### config.mk
export PLATFORM = sky130hd
export DESIGN_NAME = function_generator_loader
export DESIGN_NICKNAME = d
export VERILOG_FILES = /design/src/rtl/function_generator_loader.sv
export SDC_FILE = /design/constraint.sdc
export NUM_CORES = 1
export LEC_CHECK = 0
export ABC_AREA = 1
export CELL_PAD_IN_SITES_DETAIL_PLACEMENT = 1
export CELL_PAD_IN_SITES_GLOBAL_PLACEMENT = 1
export CORE_UTILIZATION = 42
export CTS_BUF_LIST = sky130_fd_sc_hd__clkbuf_8
export CTS_CLUSTER_SIZE = 16
export DETAILED_ROUTE_END_ITERATION = 16
export PLACE_DENSITY = 0.79
export SLEW_MARGIN = 20
export SYNTH_ARGS = -nofsm -noshare
export SYNTH_HDL_FRONTEND = slang
export SYNTH_SLANG_ARGS = --single-unit
### constraint.sdc
create_clock -name clock -period 2 [get_ports clock]
set_input_delay 0.2 -clock clock [delete_from_list [all_inputs] [get_ports clock]]
set_output_delay 0.2 -clock clock [all_outputs]
set_load 0.05 [all_outputs]
### src/rtl/function_generator_loader.sv
// function_generator_loader: turns a byte-wide command stream into RAM write
// strobes (WRITE packet, sync 0xA5) and end_read_address updates (SET_END
// packet, sync 0x5A) for function_generator.
// Optional feature: define FUNCTION_GENERATOR_LOADER_CHECKSUM_EN to require a
// trailing checksum byte on every packet.
module function_generator_loader #(
  parameter int DATA_BUS_WIDTH    = 8,
  parameter int ADDRESS_BUS_DEPTH = 11,
  parameter int TIMEOUT_CYCLES    = 1024
) (
  input  logic                         clock,
  input  logic                         reset,
  input  logic [7:0]                   in_data,
  input  logic                         in_valid,
  output logic                         in_ready,
  output logic [ADDRESS_BUS_DEPTH-1:0] write_address,
  output logic [DATA_BUS_WIDTH-1:0]    data_out,
  output logic                         write_enable,
  output logic [ADDRESS_BUS_DEPTH-1:0] end_read_address,
  output logic                         busy,
  output logic                         packet_done,
  output logic                         error,
  output logic [7:0]                   error_count
);

  localparam int AW = ADDRESS_BUS_DEPTH;
  localparam int GW = $clog2(TIMEOUT_CYCLES + 1);

  typedef enum logic [3:0] {
    IDLE,
    ADDR_HI,
    ADDR_LO,
    LEN_HI,
    LEN_LO,
    DATA,
    END_HI,
    END_LO,
`ifdef FUNCTION_GENERATOR_LOADER_CHECKSUM_EN
    CHECK,
`endif
    DONE
  } state_t;

  state_t r_state;
  state_t w_next;

  logic          w_accept;
  logic          w_bad_sync;
  logic          w_chk_fail;
  logic          w_timeout;
  logic          w_err_event;

  logic [7:0]    r_addr_hi;
  logic [AW-1:0] r_ptr;
  logic [15:0]   r_len;
  logic [7:0]    r_end_hi;
  logic [AW-1:0] r_end_pend;
  logic          r_is_setend;
  logic [GW-1:0] r_gap;
  logic          r_we;
  logic [AW-1:0] r_wa;
  logic [DATA_BUS_WIDTH-1:0] r_dout;
  logic [AW-1:0] r_end;
  logic          r_error;
  logic [7:0]    r_err_cnt;
`ifdef FUNCTION_GENERATOR_LOADER_CHECKSUM_EN
  logic [7:0]    r_sum;
  localparam state_t TAIL = CHECK;
`else
  localparam state_t TAIL = DONE;
`endif

  // in_ready follows the reset input directly so no byte is taken while reset is high
  assign in_ready         = !reset && (r_state != DONE);
  assign w_accept         = in_valid && in_ready;
  assign busy             = (r_state != IDLE);
  assign packet_done      = (r_state == DONE);
  assign write_enable     = r_we;
  assign write_address    = r_wa;
  assign data_out         = r_dout;
  assign end_read_address = r_end;
  assign error            = r_error;
  assign error_count      = r_err_cnt;
  assign w_err_event      = w_bad_sync || w_chk_fail || w_timeout;

  // State register
  always_ff @(posedge clock) begin
    if (reset) r_state <= IDLE;
    else       r_state <= w_next;
  end

  // Next-state decode and error event detection
  always_comb begin
    w_next     = r_state;
    w_bad_sync = 1'b0;
    w_chk_fail = 1'b0;
    w_timeout  = busy && !w_accept && (r_gap == GW'(TIMEOUT_CYCLES - 1));
    if (r_state == DONE) begin
      w_next = IDLE;
    end else if (w_timeout) begin
      w_next = IDLE;
    end else if (w_accept) begin
      case (r_state)
        IDLE: begin
          if (in_data == 8'hA5)      w_next = ADDR_HI;
          else if (in_data == 8'h5A) w_next = END_HI;
          else                       w_bad_sync = 1'b1;
        end
        ADDR_HI: w_next = ADDR_LO;
        ADDR_LO: w_next = LEN_HI;
        LEN_HI:  w_next = LEN_LO;
        LEN_LO:  w_next = ({r_len[15:8], in_data} == 16'd0) ? TAIL : DATA;
        DATA:    if (r_len == 16'd1) w_next = TAIL;
        END_HI:  w_next = END_LO;
        END_LO:  w_next = TAIL;
`ifdef FUNCTION_GENERATOR_LOADER_CHECKSUM_EN
        CHECK: begin
          if (8'(r_sum + in_data) == 8'h00) begin
            w_next = DONE;
          end else begin
            w_next     = IDLE;
            w_chk_fail = 1'b1;
          end
        end
`endif
        default: w_next = IDLE;
      endcase
    end
  end

  // Field capture, write strobes, gap timer, end address and error bookkeeping
  always_ff @(posedge clock) begin
    if (reset) begin
      r_addr_hi   <= '0;
      r_ptr       <= '0;
      r_len       <= '0;
      r_end_hi    <= '0;
      r_end_pend  <= '0;
      r_is_setend <= 1'b0;
      r_gap       <= '0;
      r_we        <= 1'b0;
      r_wa        <= '0;
      r_dout      <= '0;
      r_end       <= '0;
      r_error     <= 1'b0;
      r_err_cnt   <= '0;
    end else begin
      r_we    <= 1'b0;
      r_error <= w_err_event;
      if (w_err_event && (r_err_cnt != 8'hFF)) r_err_cnt <= r_err_cnt + 8'd1;

      if (w_accept || !busy || w_timeout) r_gap <= '0;
      else                                r_gap <= r_gap + 1'b1;

      if (w_accept) begin
        case (r_state)
          IDLE:    r_is_setend <= (in_data == 8'h5A);
          ADDR_HI: r_addr_hi   <= in_data;
          ADDR_LO: r_ptr       <= AW'({r_addr_hi, in_data});
          LEN_HI:  r_len[15:8] <= in_data;
          LEN_LO:  r_len[7:0]  <= in_data;
          DATA: begin
            r_we   <= 1'b1;
            r_wa   <= r_ptr;
            r_dout <= DATA_BUS_WIDTH'(in_data);
            r_ptr  <= r_ptr + 1'b1;
            r_len  <= r_len - 16'd1;
          end
          END_HI:  r_end_hi   <= in_data;
          END_LO:  r_end_pend <= AW'({r_end_hi, in_data});
          default: ;
        endcase
      end

      if ((r_state == DONE) && r_is_setend) r_end <= r_end_pend;
    end
  end

`ifdef FUNCTION_GENERATOR_LOADER_CHECKSUM_EN
  // Running 8-bit sum of every byte after the sync byte
  always_ff @(posedge clock) begin
    if (reset) begin
      r_sum <= '0;
    end else if (w_accept) begin
      if (r_state == IDLE) r_sum <= '0;
      else                 r_sum <= r_sum + in_data;
    end
  end
`endif

endmodule
==> results of run 1 <==
[layout by cell type (no fill, tap or decap), types with 5 or more instances in the layout]
master and n:
nand2_1 110, o21ai_0 67, nand3_1 47, inv_1 57, nor2_2 6, clkbuf_8 9, inv_2 6, nor3_1 8
nand2_2 7, a21oi_1 78, o21ai_1 8, clkdlybuf4s50_1 50, xor2_1 11, nor2_1 91, dfxtp_1 100, ha_1 5
buf_4 14
[layer usage]
metal / part of all wire (%) / vias to the layer above
met2: 49 / 82
met1: 47 / 2214
li1: - / 2272
met4: 1.6 / 0
met3: 2.9 / 17
met5: 0 / -
[where the power goes]
group	leakage, nW	internal (W)	switching [W]
sequential	0.806	0.00199	0.00000474
combinational	1.31	0.0000594	0.000136
clock	0.120	0.000838	0.000754
total	2.24	0.00289	0.000895
[through the flow]
step                power (W)  hold WS [ns]  instance area (µm²)  TNS (ns)
global placement      0.00223         0.430                 5470         0
floorplan             0.00216         0.348                 4800         0
finish                0.00379         0.468                 5720         0
detailed placement    0.00224         0.456                 5470    -0.244
global route          0.00391         0.498                 5720         0
CTS                   0.00381         0.471                 5710         0
[state kept, by name, summed over array words and instances, names as in the netlist]
register	count
error_count	8
r_end_pend	11
end_read_address	11
r_is_setend	1
write_address	11
r_gap	11
r_addr_hi	3
r_state	4
r_len	16
r_ptr	11
error	1
r_end_hi	3
write_enable	1
data_out	8
[kinds of logic after synthesis]
family	after synthesis	synth area share, %
flip-flops	100	41.7
AND/OR/NAND/NOR	291	28.2
buffers and inverters	90	8.78
adder cells (fa/ha/maj)	5	1.30
XOR/XNOR	13	2.37
AO/OA/AOI/OAI	163	17.7
[cell type report]
type | count | area [µm²] | area share, %
Inverter | 65 | 249 | 4.35
Timing Repair Buffer | 67 | 666 | 11.6
Multi-Input combinational cell | 472 | 2380 | 41.7
Clock buffer | 9 | 124 | 2.17
Clock inverter | 7 | 120 | 2.10
Tap cell | 140 | 175 | 3.06
Sequential cell | 100 | 2000 | 35.0
[path summary, 6_finish.rpt]
| kind | start | to | slack [ns] | cells past startpoint |
|---|---|---|---|---|
| max | error_count[5] | error_count[5] | 0.10 | 1 |
| min | end_read_address[8] | end_read_address[8] | 0.47 | 2 |
| max reg2reg | r_gap[0] | error_count[5] | 0.20 | 10 |
| min reg2reg | end_read_address[8] | end_read_address[8] | 0.47 | 2 |
==> impl_metrics.csv, run 1 <==
group,metric,value,unit
sta,relSlewSlack,64.7,%
power,powerDensity,662,nW/µm²
place,dp.cells,844,
global_routing,gr-usage-all-layers,25.5,%
global_routing,grt_util_met2,43.6,%
clock_tree,cts_resized,0,
synthesis,synth.area.top_cells,"dfxtp_1 (42%), nand2_1 (8.7%), a21oi_1 (8.1%)",
layout,synthToLayoutAreaGrowth,19.2,%
drt,drtPass1Iterations,4,
drt,drt-wirelength-per-cell,16.5,µm
flow_run,drv_cap,0,
place,port_buffers,53,
place,dp_hpwl,10.5,mm
place,place.gp.congestion,0.824,
synthesis,synth-async-reset-ratio,0,%
synthesis,yosys_warnings,0,
clock_tree,clockBufferDepth,2,
worst_setup_path,crit_path_cell_trace,"clkdlybuf4s50_1",
clock_tree,postCtsHoldBufs,0,
worst_setup_path,cp_max_fo,6,
sta,max_freq,527,MHz
min_path,hp-class,"reg -> reg",
place,place_ws,-0.0624,ns
synthesis,syn_inst,662,
worst_setup_path,cp.required,1.80,ns
die,rows,38,
synthesis,post-synth-top-area-cell,"dfxtp_1",
synthesis,synth_top_area_share,41.7,%
layout,diodes,0,
sta,worstMarginPinSlew,0.528,ns
synthesis,synth_fp_nets,678,
clock_tree,tritoncts,"yes",
drt,drt_iter0_markers,182,
sta,clock_skew,0.00577,ns
clock_tree,clock_latency,0.38,ns
sta,rsz0062_at_grt,"no",
drt,dr_total_vias,4585,
synthesis,yosysSeqAreaShare,41.7,%
synthesis,ys_dominant_reg_cell,"dfxtp_1",
synthesis,synth-seq-cells,100,
clock_tree,clock_tree.htree_level_count,3,
sta,fin_crit_sh,94.9,%
sta,hold_violations,0,
layout,fillers,1419,
sta,final_max_slew_viol_count,0,
global_routing,grt_max_degree,54,
global_routing,use_met1,32.6,%
layout,fin_nets,731,
global_routing,globalRoute.totalOverflow,0,
global_routing,grt_pass1_wl,23.3,mm
layout,final_core_util,52.1,%
outcome,outcome,"complete, no violations",
worst_setup_path,critical_path.top_delay_family,"buffers and inverters",
worst_setup_path,cp_slowest_cell,"clkdlybuf4s50_1",
global_routing,grt_pass1_vias,4724,
synthesis,synth_edf_count,0,
synthesis,synth_common_cells,"nand2_1 (111), dfxtp_1 (100), nor2_1 (91)",
worst_setup_path,critPathCaptureType,"primary output",
sta,finalCriticalPeriod,1.90,ns
die,fp.dieArea,11900,µm²
synthesis,yosysUniqueCellTypes,41,
clock_tree,cts_sinks,100,
global_routing,busiest_layer,"met2",
synthesis,synth.most_common_cell,"nand2_1",
die,core,11000,µm²
clock_tree,cts-root-buf,"clkbuf_8",
die,start_util,43.7,%
power,ir_drop,0.422,mV
synthesis,syn_area,4800,µm²
clock_tree,clk_pin_slew,0.10,ns
global_routing,met3_usage,3.23,%
clock_tree,post_cts_buffers,0,
drt,ant_nets,0,
worst_setup_path,cp_slowest_stage_delay,0.85,ns
layout,final_cells,860,
worst_setup_path,cp-start-kind,"flip-flop",
die,io_pins,54,
drt,wl,14.2,mm
worst_setup_path,worst-path-buf-inv,1,
drt,drc,0,
die,dieWidth,109,µm
clock_tree,cts_buffers,9,
sta,layout_setup_ws,0.102,ns
layout,drive_above_1_share,10.3,%
sta,finalSetupViolations,0,
die,die_y,109,µm
power,total_leakage_power,2.24,nW
worst_setup_path,critical_path_class,"reg -> out",
global_routing,antenna_found_initial,0,
synthesis,syn_avg_cell_area,7.25,µm²
drt,vias_per_cell,5.33,
worst_setup_path,cp.arrival,1.70,ns
(Power assumes the default switching activity.)
==> run 2: changes to the inputs <==
--- a/config.mk
+++ b/config.mk
@@ -10,7 +10,6 @@
 export CELL_PAD_IN_SITES_GLOBAL_PLACEMENT = 1
 export CORE_UTILIZATION = 42
 export CTS_BUF_LIST = sky130_fd_sc_hd__clkbuf_8
-export CTS_CLUSTER_SIZE = 16
 export DETAILED_ROUTE_END_ITERATION = 16
 export PLACE_DENSITY = 0.79
 export SLEW_MARGIN = 20
==> results of run 2 <==
The final DEF is identical to that of run 1; final timing and power are the same.
==> run 3: changes to the inputs <==
--- a/config.mk
+++ b/config.mk
@@ -12,6 +12,7 @@
 export CTS_BUF_LIST = sky130_fd_sc_hd__clkbuf_8
 export DETAILED_ROUTE_END_ITERATION = 16
 export PLACE_DENSITY = 0.79
+export SKIP_LAST_GASP = 1
 export SLEW_MARGIN = 20
 export SYNTH_ARGS = -nofsm -noshare
 export SYNTH_HDL_FRONTEND = slang
==> results of run 3 <==
The final DEF is identical to that of run 1; final timing and power are the same.
